<file path="src/rtl/cnn_pkg.sv">
// Shared constants and types for the conv-lane datapath blocks.
package cnn_pkg;
    localparam int DATA_W = 14;
    localparam int ADDR_W = 14;
    localparam int MAX_W  = 112;
    localparam int MAX_H  = 112;

    typedef enum logic [1:0] {IDLE, STREAM, DRAIN} state_t;
endpackage

</file>
<file path="src/rtl/pad_coord_counter.sv">
// Raster walk over the zero-padded frame; flags interior pixels and the final coordinate.
module pad_coord_counter #(
    parameter int MAX_W = 112,
    parameter int MAX_H = 112,
    parameter int PAD   = 1,
    localparam int WW   = $clog2(MAX_W + 1),
    localparam int HW   = $clog2(MAX_H + 1),
    localparam int CW   = $clog2(((MAX_W > MAX_H) ? MAX_W : MAX_H) + 2 * PAD + 1)
) (
    input  logic          clk,
    input  logic          rst,
    input  logic          clr,
    input  logic          en,
    input  logic [WW-1:0] img_w,
    input  logic [HW-1:0] img_h,
    output logic          interior,
    output logic          last
);
    logic [CW-1:0] pr, pc, w_last, h_last;

    assign w_last = CW'(img_w) + CW'(2 * PAD) - CW'(1);
    assign h_last = CW'(img_h) + CW'(2 * PAD) - CW'(1);

    // Subtracting PAD wraps border rows/cols far above any legal size,
    // so one unsigned compare covers both edges.
    assign interior = ((pr - CW'(PAD)) < CW'(img_h)) && ((pc - CW'(PAD)) < CW'(img_w));
    assign last     = (pr == h_last) && (pc == w_last);

    always_ff @(posedge clk) begin
        if (rst || clr) begin
            pr <= '0;
            pc <= '0;
        end else if (en) begin
            if (pc == w_last) begin
                pc <= '0;
                pr <= pr + CW'(1);
            end else begin
                pc <= pc + CW'(1);
            end
        end
    end
endmodule

</file>
<file path="src/rtl/fmap_pixel_streamer.sv">
// Streams one feature-map channel from SRAM as a zero-padded raster into the line-buffer FIFO.
module fmap_pixel_streamer #(
    parameter int DATA_W = cnn_pkg::DATA_W,
    parameter int MAX_W  = cnn_pkg::MAX_W,
    parameter int MAX_H  = cnn_pkg::MAX_H,
    parameter int PAD    = 1,
    parameter int ADDR_W = cnn_pkg::ADDR_W,
    localparam int WW    = $clog2(MAX_W + 1),
    localparam int HW    = $clog2(MAX_H + 1)
) (
    input  logic              clk,
    input  logic              rst,
    input  logic              start,
    input  logic [ADDR_W-1:0] base_addr,
    input  logic [WW-1:0]     img_w,
    input  logic [HW-1:0]     img_h,
    output logic              rd_en,
    output logic [ADDR_W-1:0] rd_addr,
    input  logic [DATA_W-1:0] rd_data,
    input  logic              out_ready,
    output logic [DATA_W-1:0] input_pixel,
    output logic              wr_en,
    output logic              busy,
    output logic              done
);
    import cnn_pkg::*;

    state_t            state, state_nx;
    logic [WW-1:0]     w_q;
    logic [HW-1:0]     h_q;
    logic [ADDR_W-1:0] ptr;
    logic              s1_vld, s1_pad;
    logic              interior, last, issue, accept;

    assign accept  = (state == IDLE) && start;
    assign issue   = (state == STREAM) && out_ready;
    assign rd_en   = issue && interior;
    assign rd_addr = ptr;
    assign busy    = (state != IDLE);

    pad_coord_counter #(.MAX_W(MAX_W), .MAX_H(MAX_H), .PAD(PAD)) u_coord (
        .clk      (clk),
        .rst      (rst),
        .clr      (accept),
        .en       (issue),
        .img_w    (w_q),
        .img_h    (h_q),
        .interior (interior),
        .last     (last)
    );

    // DRAIN ends once s1 is empty and the output register has handed off its last pixel.
    always_comb begin
        state_nx = state;
        done     = 1'b0;
        case (state)
            IDLE:    if (start) state_nx = STREAM;
            STREAM:  if (issue && last) state_nx = DRAIN;
            DRAIN: begin
                if (!s1_vld && !wr_en) begin
                    done     = 1'b1;
                    state_nx = IDLE;
                end
            end
            default: state_nx = IDLE;
        endcase
    end

    always_ff @(posedge clk) begin
        if (rst) begin
            state       <= IDLE;
            w_q         <= '0;
            h_q         <= '0;
            ptr         <= '0;
            s1_vld      <= 1'b0;
            s1_pad      <= 1'b0;
            wr_en       <= 1'b0;
            input_pixel <= '0;
        end else begin
            state <= state_nx;
            if (accept) begin
                w_q <= img_w;
                h_q <= img_h;
                ptr <= base_addr;
            end else if (rd_en) begin
                ptr <= ptr + ADDR_W'(1);
            end
            // out_ready gates the whole pipe; SRAM holds rd_data while stalled.
            if (out_ready) begin
                s1_vld      <= issue;
                s1_pad      <= issue && !interior;
                wr_en       <= s1_vld;
                input_pixel <= (s1_vld && !s1_pad) ? rd_data : '0;
            end
        end
    end
endmodule

</file>
<file path="config.mk">
export PLATFORM = sky130hd
export DESIGN_NAME = fmap_pixel_streamer
export DESIGN_NICKNAME = d
export VERILOG_FILES = /design/src/rtl/cnn_pkg.sv /design/src/rtl/pad_coord_counter.sv /design/src/rtl/fmap_pixel_streamer.sv
export SDC_FILE = /design/constraint.sdc
export NUM_CORES = 1
export LEC_CHECK = 0
export CORE_MARGIN = 5
export CORE_UTILIZATION = 51
export CTS_CLUSTER_DIAMETER = 50
export DETAILED_ROUTE_END_ITERATION = 7
export PLACE_DENSITY_LB_ADDON = 0.25
export SLEW_MARGIN = 10
export SYNTH_ARGS = -nofsm -noshare
export SYNTH_HDL_FRONTEND = slang
export SYNTH_SLANG_ARGS = --single-unit
</file>
<file path="constraint.sdc">
create_clock -name clk -period 3.8 [get_ports clk]
set_input_delay 1.14 -clock clk [delete_from_list [all_inputs] [get_ports clk]]
set_output_delay 1.14 -clock clk [all_outputs]
set_load 0.005 [all_outputs]
</file>
==> results.py, run 1 <==
metrics = {
    "sta": {
        "worst_slew_pin_slew_ns": 0.933,
        "finalCriticalPeriod_ns": 3.72,
        "timing.fmax_mhz": 269,
        "fin_crit_sh": 0.979,
        "slew_violations": 0,
        "finalHoldViolations": 0,
        "slew_headroom": 0.378,
        "finalSetupViolCount": 0,
        "hold_ws_ns": 0.502,
        "setup_tns_ns": 0,
        "finClkSkew_ns": 0.00933,
    },
    "place": {
        "hpwl_um": 6680,
        "gp_congestion": 0.902,
        "place_inst": 607,
        "portBuffers": 77,
    },
    "pwr": {
        "power_frac_comb": 0.188,
        "ir_drop_mv": 0.209,
        "power.leakage_nw": 1.71,
        "sw_frac_of_total": 0.302,
        "p_clk_frac": 0.346,
        "netSwitchingPower_uw": 454,
        "p_per_area_nw_per_um2": 317,
        "p_int_mw": 1.05,
        "seq_power_share": 0.466,
    },
    "routing": {
        "ant_nets": 0,
        "top_layer_used": "met4",
        "viasPerCell": 5.52,
        "drtPass1Iterations": 5,
        "wl_um": 9550,
        "detail_route.iter0.violations": 199,
        "wl_per_cell_um": 15.2,
        "wl_met3_um": 709,
        "wl_met1_um": 4190,
        "via_count": 3471,
        "met2_length_um": 4390,
        "drc": 0,
    },
    "yosys": {
        "synth_cell_types": 55,
        "ys_warn_count": 0,
        "ys_ff_latch": 61,
        "async_flop_share": 0,
        "synth_area_leader_cell": "dfxtp_1",
        "synth_edf_count": 0,
        "synthCells": 446,
        "yosysSeqAreaShare": 0.343,
        "synth_area_leaders": "dfxtp_1 (34%), ha_1 (7.4%), xnor2_1 (6.4%)",
        "synth_fp_nets": 513,
        "syn_area_per_cell_um2": 7.99,
        "ys.flop_type": "dfxtp_1",
        "synth_top_area_share": 0.343,
        "syn_area_um2": 3560,
    },
    "cts": {
        "worstSkewPairLatency_ns": 0.35,
        "clk_path_buf_depth": 2,
        "h-tree-depth": 3,
        "clock-sinks": 61,
        "holdBufCountCts": 0,
        "clk_pin_slew_ns": 0.07,
        "cts-buffers-inserted": 9,
        "cts_tree": "done",
        "cts_root_buf": "clkbuf_8",
    },
    "global_routing": {
        "overflow": 0,
        "grt_usage": 0.228,
        "grt_max_degree": 52,
        "grt_pass1_wl_um": 16100,
        "grt_pass1_vias": 3432,
        "antenna_found_initial": 0,
    },
    "worst_setup_path": {
        "end_kind": "output port",
        "path_class": "in2out",
        "crit_required_ns": 2.66,
        "cp.arrival_ns": 2.58,
        "rrSetupSlack_ns": 0.48,
        "cp_max_fo": 2,
        "start_kind": "primary input",
    },
    "floorplanning": {
        "core_um2": 6790,
        "die_area_um2": 8760,
        "fp-row-count": 30,
        "io_pins": 78,
        "initial_core_util": 0.525,
        "die_h_um": 93.6,
        "dieWidth_um": 93.6,
    },
    "final_layout": {
        "antenna_cells_inserted": 0,
        "area_growth_pct": 33.4,
        "nNetsFinal": 595,
        "final_cells": 629,
        "drive_gt1_frac": 0.122,
    },
    "min_path": {
        "hold_path.class": "reg2reg",
    },
    "run": {
        "cap_violations": 0,
    },
    "outcome": {
        "status": "finished clean",
    },
}
flip-flops by register name, summed over array words and instances, names as in the netlist, 2 cells and up:
| signal | flops |
|---|---|
| h_q | 7 |
| input_pixel | 14 |
| rd_addr | 14 |
| state | 2 |
| u_coord.pc | 7 |
| u_coord.pr | 7 |
| w_q | 7 |
layer usage:
metal	global-route usage	vias up
met5	0	-
met4	0.0903	0
met3	0.0660	22
met2	0.365	101
met1	0.288	1609
li1	-	1739
critical path, stage by stage:
cell	delay, ns
clkdlybuf4s50_1	0.48
nand3b_1	0.10
or2_1	0.27
a211oi_2	0.22
buf_4	0.14
dlygate4sd2_1	0.23
power by group through the flow:
| stage | Sequential, mW | Combinational [mW] | Clock, mW |
|---|---|---|---|
| 3_5_place_dp | 0.717 | 0.268 | 0 |
| 6_report | 0.701 | 0.283 | 0.522 |
| 3_3_place_gp | 0.716 | 0.262 | 0 |
| 4_1_cts | 0.702 | 0.280 | 0.533 |
| 5_1_grt | 0.707 | 0.312 | 0.560 |
| 2_1_floorplan | 0.712 | 0.143 | 0 |
placed cells by master, fill, tap and decap left out, drive strengths merged, types with 21 or more instances in the layout:
| master | n |
|---|---|
| xnor2 | 27 |
| dfxtp | 61 |
| nor2 | 42 |
| a21oi | 25 |
| clkdlybuf4s50 | 75 |
| buf | 24 |
| ha | 21 |
| nand2 | 55 |
| inv | 29 |
kinds of logic after synthesis:
logic type,Yosys count,share of synthesized area
and+or+nand+nor,166,0.221
adders and majority gates,21,0.0737
xor gates and xnor gates,40,0.100
DFF,61,0.343
muxes,1,0.00281
buffers and inverters,58,0.0660
AOI/OAI and AO/OA,99,0.194
cell usage after synthesis, types with 2 or more instances:
cell and n:
a2111oi_0 10, a211oi_1 15, a21o_1 3, a21oi_1 25, a22oi_1 14, a311o_1 2
a311oi_1 2, a31o_2 4, a31oi_1 4, and3_1 7, buf_1 4, buf_2 4
clkbuf_1 18, dfxtp_1 61, ha_1 21, inv_1 28, nand2_1 55, nand3_1 12
nand3b_1 3, nand4_1 10, nor2_1 42, nor2b_1 3, nor3_1 15, nor3b_1 4
o211ai_1 3, o21ai_0 7, or3_1 3, or4_1 3, xnor2_1 26, xor2_1 13
path summary, 6_finish.rpt:
| kind | start | cells past startpoint | to |
|---|---|---|---|
| hold / removal | s1_pad$_SDFFE_PP0P_ | 2 | s1_pad$_SDFFE_PP0P_ |
| setup reg to reg | u_coord.pr[0]$_SDFFE_PP0P_ | 15 | rd_addr[10]$_SDFFE_PP0P_ |
| setup / recovery | out_ready | 6 | rd_en |
| hold reg to reg | s1_pad$_SDFFE_PP0P_ | 2 | s1_pad$_SDFFE_PP0P_ |
timing repair:
| action | in CTS | in global routing |
|---|---|---|
| gates cloned | 0 | 0 |
| resized for setup | 19 | 7 |
| setup endpoints to repair | 1 | 1 |
| pin swaps | 5 | 5 |
| buffers inserted | 4 | 2 |
per-stage QoR:
step,util,instance area (um^2),setup slack [ns],power (mW)
detailed placement,0.655,4450,-0.170,0.985
CTS,0.695,4720,0.103,1.51
finish,0.700,4750,0.0814,1.51
global route,0.700,4750,-0.0324,1.58
global placement,0.655,4450,-0.149,0.978
floorplan,-,3560,0.555,0.855
cell type report:
type / count / area [um^2]
Timing Repair Buffer: 100 / 937
Fill cell: 530 / 2040
Clock inverter: 7 / 51.3
Inverter: 29 / 109
Multi-Input combinational cell: 327 / 2180
Tap cell: 96 / 120
Clock buffer: 9 / 124
Sequential cell: 61 / 1240
(Power assumes the default switching activity.)
==> run 2, diff against run 1 <==
--- a/config.mk
+++ b/config.mk
@@ -6,7 +6,7 @@
 export NUM_CORES = 1
 export LEC_CHECK = 0
 export CORE_MARGIN = 5
-export CORE_UTILIZATION = 51
+export CORE_UTILIZATION = 35
 export CTS_CLUSTER_DIAMETER = 50
 export DETAILED_ROUTE_END_ITERATION = 7
 export PLACE_DENSITY_LB_ADDON = 0.25
==> run 2 against run 1 <==
  * Combinational power about the same
  * Final area is 2.3% higher
  * Via count decreased by 1.6%
  * Critical path depth rose by 5
  * Global-route usage decreased by 7.2 points
  * Sequential power is essentially flat
  * Fmax up 2.2%
  * Clock skew barely moved
  * Worst hold slack got worse by 0.016 ns
  * Clock power rose by 25%
  * Sequential cell count unchanged
==> results.py, run 2 (synthesized netlist as in run 1, its figures left out) <==
metrics = {
    "global_routing": {
        "grt_pass1_vias": 3437,
        "grt_usage": 0.156,
        "overflow": 0,
        "grt_max_degree": 52,
        "antenna_found_initial": 0,
        "grt_pass1_wl_um": 16400,
    },
    "final_layout": {
        "nNetsFinal": 597,
        "multiInputGateArea_um2": 2180,
        "antenna_cells_inserted": 0,
        "area_growth_pct": 36.4,
        "drive_gt1_frac": 0.131,
        "design_area_um2": 4860,
        "layout.area.seq_um2": 1230,
        "fin_util": 0.493,
        "fillers": 939,
        "final_common_cell": "clkdlybuf4s50_1",
        "mostFrequentLayoutCells": "clkdlybuf4s50_1 (75), dfxtp_1 (57), nand2_1 (53)",
    },
    "pwr": {
        "p_per_area_nw_per_um2": 337,
        "p_total_mw": 1.64,
        "power.leakage_nw": 1.74,
        "ir_drop_mv": 0.184,
    },
    "outcome": {
        "status": "finished clean",
    },
    "run": {
        "cap_violations": 0,
    },
    "cts": {
        "cts_root_buf": "clkbuf_8",
        "clk_pin_slew_ns": 0.08,
        "worstSkewPairLatency_ns": 0.35,
        "cts-buffers-inserted": 9,
        "cts_tree": "done",
        "holdBufCountCts": 0,
        "clock-sinks": 61,
        "h-tree-depth": 3,
        "clk_path_buf_depth": 2,
    },
    "floorplanning": {
        "die_h_um": 111,
        "dieWidth_um": 111,
        "initial_core_util": 0.361,
        "core_um2": 9860,
        "die_area_um2": 12300,
        "fp-row-count": 36,
        "io_pins": 78,
    },
    "sta": {
        "finalCriticalPeriod_ns": 3.64,
        "worst_slew_pin_slew_ns": 0.931,
        "slew_violations": 0,
        "finalHoldViolations": 0,
        "fin_crit_sh": 0.958,
        "rsz0062_at_grt": "false",
        "slew_headroom": 0.380,
        "finalSetupViolCount": 0,
        "timing.fmax_mhz": 275,
        "finClkSkew_ns": 0.00980,
    },
    "routing": {
        "wl_met1_um": 4380,
        "via_count": 3417,
        "met2_length_um": 4320,
        "drtPass1Iterations": 4,
        "wl_met3_um": 606,
        "detail_route.iter0.violations": 166,
        "viasPerCell": 5.12,
        "top_layer_used": "met4",
        "wl_um": 9420,
        "ant_nets": 0,
        "drc": 0,
        "wl_per_cell_um": 14.1,
    },
    "worst_setup_path": {
        "end_kind": "output port",
        "start_kind": "flip-flop",
        "crit_required_ns": 2.66,
        "cp_max_fo": 5,
        "crit_family": "compound AO/OA/AOI/OAI gates",
        "path_class": "reg2out",
        "cp.arrival_ns": 2.50,
        "path_buf_inv": 4,
        "cp_slowest_stage_delay_ns": 0.37,
        "cp_common_cell": "buf_4",
        "cp_slowest_cell": "dfxtp_2",
        "cp_cell_sequence": "inv_1, ha_2, buf_4, xor2_1, ha_1, a21o_1, a21oi_2, o221ai_2, a211oi_2, buf_4, dlygate4sd2_1",
    },
    "place": {
        "hpwl_um": 6810,
        "portBuffers": 77,
        "gp_congestion": 0.832,
        "post_dp_cell_area_um2": 4520,
    },
    "min_path": {
        "hold_path.class": "reg2reg",
    },
}
run 2: through the flow:
stage,cells,hold WS [ns],setup WS [ns],setup TNS [ns]
after floorplan,446,0.457,0.555,0
after global placement,647,0.474,-0.168,-0.168
after detailed placement,647,0.481,-0.169,-0.169
after CTS,668,0.493,0.146,0
after global routing,668,0.526,0.00672,0
final,668,0.486,0.161,0
run 2: worst min-delay path, cell delays in order (launching register included):
cell and delay [ns]:
dfxtp_1 0.33, nand2_1 0.06, a21oi_1 0.05
run 2: path summary, 6_finish.rpt:
path | startpoint | end | slack, ns | depth (start not counted)
worst max-delay path | u_coord.pr[0]$_SDFFE_PP0P_ | rd_en | 0.16 | 11
worst min-delay path | h_q[6]$_SDFFE_PP0P_ | h_q[6]$_SDFFE_PP0P_ | 0.49 | 2
worst max register to register | u_coord.pr[0]$_SDFFE_PP0P_ | rd_addr[10]$_SDFFE_PP0P_ | 0.66 | 13
worst min register to register | h_q[6]$_SDFFE_PP0P_ | h_q[6]$_SDFFE_PP0P_ | 0.49 | 2
run 2: cell type report:
class / count / share of cell area
Sequential cell: 61 / 0.253
Timing Repair Buffer: 102 / 0.196
Clock inverter: 7 / 0.0203
Multi-Input combinational cell: 327 / 0.449
Clock buffer: 9 / 0.0255
Tap cell: 133 / 0.0342
Inverter: 29 / 0.0224
run 2: timing repair:
action                                  4_1_cts  5_1_grt
resized for setup                            21        5
endpoints found under the setup margin        1        1
pin swaps                                     5        2
hold endpoints to repair                      0        0
gates cloned                                  0        0
setup buffers                                 5        0
run 2: routing by layer:
layer | GRT usage | vias to the layer above
met1 | 0.198 | 1589
li1 | - | 1739
met3 | 0.0508 | 14
met2 | 0.258 | 75
met4 | 0.0378 | 0
met5 | 0 | -
run 2: report_power, final:
part	switching (mW)	internal, mW
combinational	0.132	0.148
sequential	0.0352	0.668
clock	0.282	0.372
==> run 3, diff against run 2 <==
--- a/config.mk
+++ b/config.mk
@@ -7,7 +7,6 @@
 export LEC_CHECK = 0
 export CORE_MARGIN = 5
 export CORE_UTILIZATION = 35
-export CTS_CLUSTER_DIAMETER = 50
 export DETAILED_ROUTE_END_ITERATION = 7
 export PLACE_DENSITY_LB_ADDON = 0.25
 export SLEW_MARGIN = 10
==> results of run 3 <==
Final layout, timing and power as in run 2 (identical DEF).
